<file path="src/rtl/uart_tx_pkg.sv">
// Shared UART definitions: line-state encoding, data width and the bit-period helper.
// The receiver imports this same package so both ends agree on framing.
package uart_tx_pkg;

    typedef enum logic [1:0] {
        ST_IDLE  = 2'd0,
        ST_START = 2'd1,
        ST_DATA  = 2'd2,
        ST_STOP  = 2'd3
    } uart_state_t;

    localparam int UART_DATA_BITS = 8;

    // Integer divide; callers must keep the result >= 2.
    function automatic int clks_per_bit(input int clk_freq, input int baud);
        return clk_freq / baud;
    endfunction

endpackage

</file>
<file path="src/rtl/uart_tx_if.sv">
// Byte-in / serial-out bundle of the UART transmitter.
// The master offers bytes; the slave (transmitter) drives the line and status.
interface uart_tx_if;
    import uart_tx_pkg::*;

    logic                      valid;
    logic [UART_DATA_BITS-1:0] data;
    logic                      ready;
    logic                      s_out;
    logic                      done;

    modport master (output valid, output data, input ready, input s_out, input done);
    modport slave  (input valid, input data, output ready, output s_out, output done);

endinterface

</file>
<file path="src/rtl/uart_baud_cnt.sv">
// Bit-period divider: counts 0..CLKS_PER_BIT-1, tick flags the terminal count.
// clr restarts the period so a new bit always gets a full CLKS_PER_BIT cycles.
module uart_baud_cnt #(
    parameter int CLKS_PER_BIT = 4
) (
    input  logic clk,
    input  logic rst,
    input  logic clr,
    output logic tick
);
    localparam int CW = $clog2(CLKS_PER_BIT);
    localparam logic [CW-1:0] TERM = CW'(CLKS_PER_BIT - 1);

    logic [CW-1:0] r_cnt;

    always_ff @(posedge clk or posedge rst) begin
        if (rst) begin
            r_cnt <= '0;
        end else if (clr || (r_cnt == TERM)) begin
            r_cnt <= '0;
        end else begin
            r_cnt <= r_cnt + 1'b1;
        end
    end

    assign tick = (r_cnt == TERM);

endmodule

</file>
<file path="src/rtl/uart_tx.sv">
// 8N1 UART transmitter, LSB first; one byte per valid/ready handshake.
// s_out is registered from the next-state values so the line changes on the accept edge.
module uart_tx
    import uart_tx_pkg::*;
#(
    parameter int CLK_FREQ = 50_000_000,
    parameter int BAUD     = 115_200
) (
    input  logic        clk,
    input  logic        rst,
    uart_tx_if.slave    bus
);
    localparam int CLKS_PER_BIT = clks_per_bit(CLK_FREQ, BAUD);
    localparam logic [2:0] LAST_BIT = 3'(UART_DATA_BITS - 1);

    uart_state_t               r_state, w_state_next;
    logic [UART_DATA_BITS-1:0] r_shift, w_shift_next;
    logic [2:0]                r_bit_idx, w_bit_idx_next;
    logic                      r_s_out, w_s_out_next;
    logic                      r_done, w_done_next;
    logic                      w_tick;
    logic                      w_clr;
    logic                      w_accept;

    assign w_accept = bus.valid && (r_state == ST_IDLE);
    assign w_clr    = (w_state_next != r_state);

    uart_baud_cnt #(
        .CLKS_PER_BIT (CLKS_PER_BIT)
    ) u_baud_cnt (
        .clk  (clk),
        .rst  (rst),
        .clr  (w_clr),
        .tick (w_tick)
    );

    always_comb begin
        w_state_next   = r_state;
        w_shift_next   = r_shift;
        w_bit_idx_next = r_bit_idx;
        w_s_out_next   = r_s_out;
        w_done_next    = 1'b0;
        case (r_state)
            ST_IDLE: begin
                w_s_out_next = 1'b1;
                if (w_accept) begin
                    w_state_next = ST_START;
                    w_shift_next = bus.data;
                    w_s_out_next = 1'b0;
                end
            end
            ST_START: begin
                if (w_tick) begin
                    w_state_next   = ST_DATA;
                    w_bit_idx_next = 3'd0;
                    w_s_out_next   = r_shift[0];
                end
            end
            ST_DATA: begin
                if (w_tick) begin
                    if (r_bit_idx == LAST_BIT) begin
                        w_state_next = ST_STOP;
                        w_s_out_next = 1'b1;
                    end else begin
                        // Line takes the bit that becomes shift_reg[0] after this shift.
                        w_shift_next   = {1'b0, r_shift[UART_DATA_BITS-1:1]};
                        w_bit_idx_next = r_bit_idx + 3'd1;
                        w_s_out_next   = r_shift[1];
                    end
                end
            end
            ST_STOP: begin
                w_s_out_next = 1'b1;
                if (w_tick) begin
                    w_state_next = ST_IDLE;
                    w_done_next  = 1'b1;
                end
            end
            default: begin
                w_state_next = ST_IDLE;
                w_s_out_next = 1'b1;
            end
        endcase
    end

    always_ff @(posedge clk or posedge rst) begin
        if (rst) begin
            r_state   <= ST_IDLE;
            r_shift   <= '0;
            r_bit_idx <= 3'd0;
            r_s_out   <= 1'b1;
            r_done    <= 1'b0;
        end else begin
            r_state   <= w_state_next;
            r_shift   <= w_shift_next;
            r_bit_idx <= w_bit_idx_next;
            r_s_out   <= w_s_out_next;
            r_done    <= w_done_next;
        end
    end

    assign bus.ready = (r_state == ST_IDLE);
    assign bus.s_out = r_s_out;
    assign bus.done  = r_done;

endmodule

</file>
<file path="src/flat_wrapper.sv">
// flat-port wrapper written by rule: the top's interface ports become plain ports
module uart_tx_flat import uart_tx_pkg::*;
#(
    parameter int CLK_FREQ = 50_000_000,
    parameter int BAUD     = 115_200
)
  (clk, rst, bus_valid, bus_data, bus_ready, bus_s_out, bus_done);
  uart_tx_if bus_i ();
  input  logic clk;
  input  logic rst;
  input wire logic [$bits(bus_i.valid)-1:0] bus_valid;
  input wire logic [$bits(bus_i.data)-1:0] bus_data;
  output wire logic [$bits(bus_i.ready)-1:0] bus_ready;
  output wire logic [$bits(bus_i.s_out)-1:0] bus_s_out;
  output wire logic [$bits(bus_i.done)-1:0] bus_done;
  assign bus_i.valid = bus_valid;
  assign bus_i.data = bus_data;
  assign bus_ready = bus_i.ready;
  assign bus_s_out = bus_i.s_out;
  assign bus_done = bus_i.done;
  uart_tx #(.CLK_FREQ(CLK_FREQ), .BAUD(BAUD)) u_core (.clk(clk), .rst(rst), .bus(bus_i));
endmodule
</file>
<file path="config.mk">
export PLATFORM = sky130hd
export DESIGN_NAME = uart_tx_flat
export DESIGN_NICKNAME = d
export VERILOG_FILES = /design/src/rtl/uart_tx_pkg.sv /design/src/rtl/uart_tx_if.sv /design/src/rtl/uart_baud_cnt.sv /design/src/rtl/uart_tx.sv /design/src/flat_wrapper.sv
export SDC_FILE = /design/constraint.sdc
export NUM_CORES = 1
export LEC_CHECK = 0
export CORE_ASPECT_RATIO = 1.4
export CORE_MARGIN = 4
export CORE_UTILIZATION = 35
export DETAILED_ROUTE_END_ITERATION = 16
export HOLD_SLACK_MARGIN = 0.08
export MAX_ROUTING_LAYER = met4
export PLACE_DENSITY = 0.55
export SLEW_MARGIN = 5
export SYNTH_ARGS = -nofsm -noshare
export SYNTH_HDL_FRONTEND = slang
export SYNTH_HIERARCHICAL = 1
export SYNTH_SLANG_ARGS = --single-unit
</file>
<file path="constraint.sdc">
create_clock -name clk -period 2.4 [get_ports clk]
set_input_delay 0.36 -clock clk [delete_from_list [all_inputs] [get_ports clk]]
set_output_delay 0.36 -clock clk [all_outputs]
set_load 0.05 [all_outputs]
</file>
==> impl_metrics.toml <==
[sta]
worstMarginPinSlew_ns = 0.617
slew_viol_final = 0
final.setup_skew_ns = 0.00156
report.final.hold_viol_count = 0
timing.fmax_ghz = 0.475
finalSetupViolations = 0
fin_setup_tns_ns = 0
grt_setup_unrepaired = "no"
timing.final.crit_share = 0.876
postLayoutSetupSlackWorst_ns = 0.297
period_needed_ns = 2.10
relSlewSlack = 0.589

[clock_tree]
cts_buffers = 3
cts.path.max_buffers = 2
cts.sink_count = 24
number_of_setup_buffers_added_after_cts = 0
cts.clk_slew.worst_paths_ns = 0.08
cells_resized_by_post_cts_repair = 0
clock_tree_from_tritoncts = "built"
holdBufCountCts = 0
clock_insertion_delay_worst_skew_ns = 0.26
h-tree-depth = 1
root_buffer = "sky130_fd_sc_hd__clkbuf_8"

[route]
routed.top_layer = "met4"
route.final.wire_length_um = 2470
detail-route-antenna-nets = 0
first_iter_violations = 27
met3_wirelength_um = 94
detail_route.drc_violations = 0
vias = 926
wirelength_met1_um = 1100
firstDrtPassIters = 4
wl_met2_um = 1250
post_drt_wl_per_cell_um = 13.8
avgViaCountPerCell = 5.17

[floorplanning]
initial_core_util = 0.365
dieWidth_um = 60.3
core_region_area_um2 = 3680
die-area_um2 = 4900
boundaryPins = 14
floorplan.rows = 26
die_height_um = 81.2

[synth]
number_of_synthesized_register_bits = 24
synth_largest_area_cell = "sky130_fd_sc_hd__dfrtp_1"
asyncSetResetFlopFracSynth = 1.00
ys_top_cells_by_area = "sky130_fd_sc_hd__dfrtp_1 (43%), sky130_fd_sc_hd__mux2_4 (7.8%), sky130_fd_sc_hd__mux2_2 (6.7%)"
net_count_of_the_mapped_netlist = 136
postSynthCellCount = 121
synth_sequential_area_ratio = 0.449
mappedNetlistArea_um2 = 1340
yosysWarningCount = 6
synth_area_per_cell_um2 = 11.1
synth_enable_flop_cells = 0
yosysUniqueCellTypes = 39
dominantRegCellSynth = "sky130_fd_sc_hd__dfrtp_1"
netlist.area_leader.share = 0.429

[grt]
grt_remaining_overflow = 0
first_global_vias = 938
grt_antenna_before_repair = 0
grt_pass1_wl_um = 4230
grt_use_total = 0.117
largest_net_degree_at_the_start_of_global_routing = 16

[worst_setup_path]
critical_path_arrival_ns = 2.25
cpMaxStageDelayCell = "sky130_fd_sc_hd__dfrtp_1"
cell_chain_of_the_critical_path = "or3_4, nor3_1, nand3b_1, a21oi_4, mux2_2"
path_buf_inv = 0
crit_required_ns = 2.55
cp-start-kind = "flip-flop"
critPathMaxStageDelay_ns = 0.45
worst-setup-path-type = "reg2reg"
critPathCaptureType = "flip-flop"
worst_path_dominant_cell_family = "simple AND/OR/NAND/NOR gates"
worst-path-max-fanout = 8

[power_and_ir_drop]
power_per_cell_area_nw_per_um2 = 1040
power.static_leakage_nw = 0.689
ir_drop_uv = 613

[layout]
nNetsFinal = 153
finish.utilization = 0.426
fill_count = 364
final_layout_size_suffix_gt1_frac = 0.190
syn2layout_area_growth_pct = 16.7
final_cell_area_um2 = 1570
antenna-diode-count = 0

[placement]
io_buffers = 13
dpl_cell_area_um2 = 1520
place.gp.congestion = 0.785
post-dp-hpwl_um = 1860
place_ws_ns = 0.300

[hold_path]
hold_path.class = "in2async"

[run_status]
outcome = "completed"

[run]
max-cap-violations = 0
-- flip-flops by register name, indices dropped and copies added, names as in the netlist --
signal / flops
u_core/bus.done: 1
u_core/bus.s_out: 1
u_core/r_bit_idx: 3
u_core/r_shift: 8
u_core/r_state: 2
u_core/u_baud_cnt/r_cnt: 9
-- Yosys cell counts, types with 2 or more instances --
library cell,instances
sky130_fd_sc_hd__o21ai_0,3
sky130_fd_sc_hd__a31oi_1,3
sky130_fd_sc_hd__xor2_1,2
sky130_fd_sc_hd__buf_2,3
sky130_fd_sc_hd__nor2_1,6
sky130_fd_sc_hd__a21oi_1,5
sky130_fd_sc_hd__o2bb2ai_1,3
sky130_fd_sc_hd__xnor2_1,2
sky130_fd_sc_hd__nor2b_1,2
sky130_fd_sc_hd__inv_1,8
sky130_fd_sc_hd__nand3_1,5
sky130_fd_sc_hd__nand2b_1,6
sky130_fd_sc_hd__mux2_2,8
sky130_fd_sc_hd__nand2_1,7
sky130_fd_sc_hd__or3_1,2
sky130_fd_sc_hd__mux2_4,7
sky130_fd_sc_hd__nor3_1,2
sky130_fd_sc_hd__dfrtp_1,23
sky130_fd_sc_hd__ha_1,4
-- cells by family (layout without fill, tap and decap cells) --
kind of cell	Yosys count	after routing	share of synthesized area
adder cells (fa/ha/maj)	4	4	0.0373
XOR/XNOR	4	4	0.0261
flip-flops	24	24	0.449
multiplexers	15	15	0.146
buffers and inverters	12	28	0.0420
AND/OR/NAND/NOR	38	38	0.160
AO/OA/AOI/OAI	24	24	0.140
-- path summary, 6_finish.rpt --
path	start	slack [ns]	end	cells past startpoint
hold reg to reg	u_core/r_shift[2]	0.51	u_core/r_shift[2]	1
min in group clk	u_core/r_shift[2]	0.51	u_core/r_shift[2]	1
max in group asynchronous	rst	1.53	u_core/r_shift[2]	2
setup reg to reg	u_core/u_baud_cnt/r_cnt[2]	0.30	u_core/r_shift[4]	5
setup / recovery	u_core/u_baud_cnt/r_cnt[2]	0.30	u_core/r_shift[4]	5
hold / removal	rst	0.38	u_core/u_baud_cnt/r_cnt[0]	2
-- power breakdown --
group          switching [W]  total, W  internal, W  leakage [nW]
registers           0.000139  0.000714     0.000574         0.287
logic               0.000362  0.000682     0.000320         0.380
clock network       0.000119  0.000237     0.000118        0.0228
-- per-layer routing --
layer	up-vias	global-route usage
met3	2	0.0223
li1	464	-
met5	-	-
met1	451	0.139
met2	9	0.194
met4	0	0.0399
-- metrics by stage --
stage / power [W] / hold slack (ns) / std cells
4_1_cts: 0.00166 / 0.393 / 179
3_3_place_gp: 0.00139 / 0.490 / 175
2_1_floorplan: 0.00124 / 0.188 / 121
3_5_place_dp: 0.00141 / 0.496 / 175
6_report: 0.00163 / 0.384 / 179
5_1_grt: 0.00178 / 0.427 / 179
-- cells in the final DEF (no fill, tap or decap), types with 2 or more instances in the layout --
cell type / instances
sky130_fd_sc_hd__dfrtp_1: 23
sky130_fd_sc_hd__clkdlybuf4s50_1: 13
sky130_fd_sc_hd__mux2_2: 8
sky130_fd_sc_hd__inv_1: 8
sky130_fd_sc_hd__mux2_4: 7
sky130_fd_sc_hd__nand2_1: 7
sky130_fd_sc_hd__nand2b_1: 6
sky130_fd_sc_hd__nor2_1: 6
sky130_fd_sc_hd__a21oi_1: 5
sky130_fd_sc_hd__nand3_1: 5
sky130_fd_sc_hd__ha_1: 4
sky130_fd_sc_hd__clkbuf_8: 3
sky130_fd_sc_hd__o21ai_0: 3
sky130_fd_sc_hd__o2bb2ai_1: 3
sky130_fd_sc_hd__buf_4: 3
sky130_fd_sc_hd__a31oi_1: 3
sky130_fd_sc_hd__nor3_1: 2
sky130_fd_sc_hd__xnor2_1: 2
sky130_fd_sc_hd__nor2b_1: 2
sky130_fd_sc_hd__or3_1: 2
sky130_fd_sc_hd__xor2_1: 2
-- cell type report --
| class | instances | area, um2 | area share |
|---|---|---|---|
| sequential | 24 | 602 | 0.384 |
| timing repair buffer | 16 | 153 | 0.0975 |
| clock buffer | 4 | 45.0 | 0.0288 |
| multi-input combinational | 85 | 683 | 0.436 |
| inverter | 8 | 30.0 | 0.0192 |
| tap | 42 | 52.6 | 0.0336 |
(Power assumes the default switching activity.)
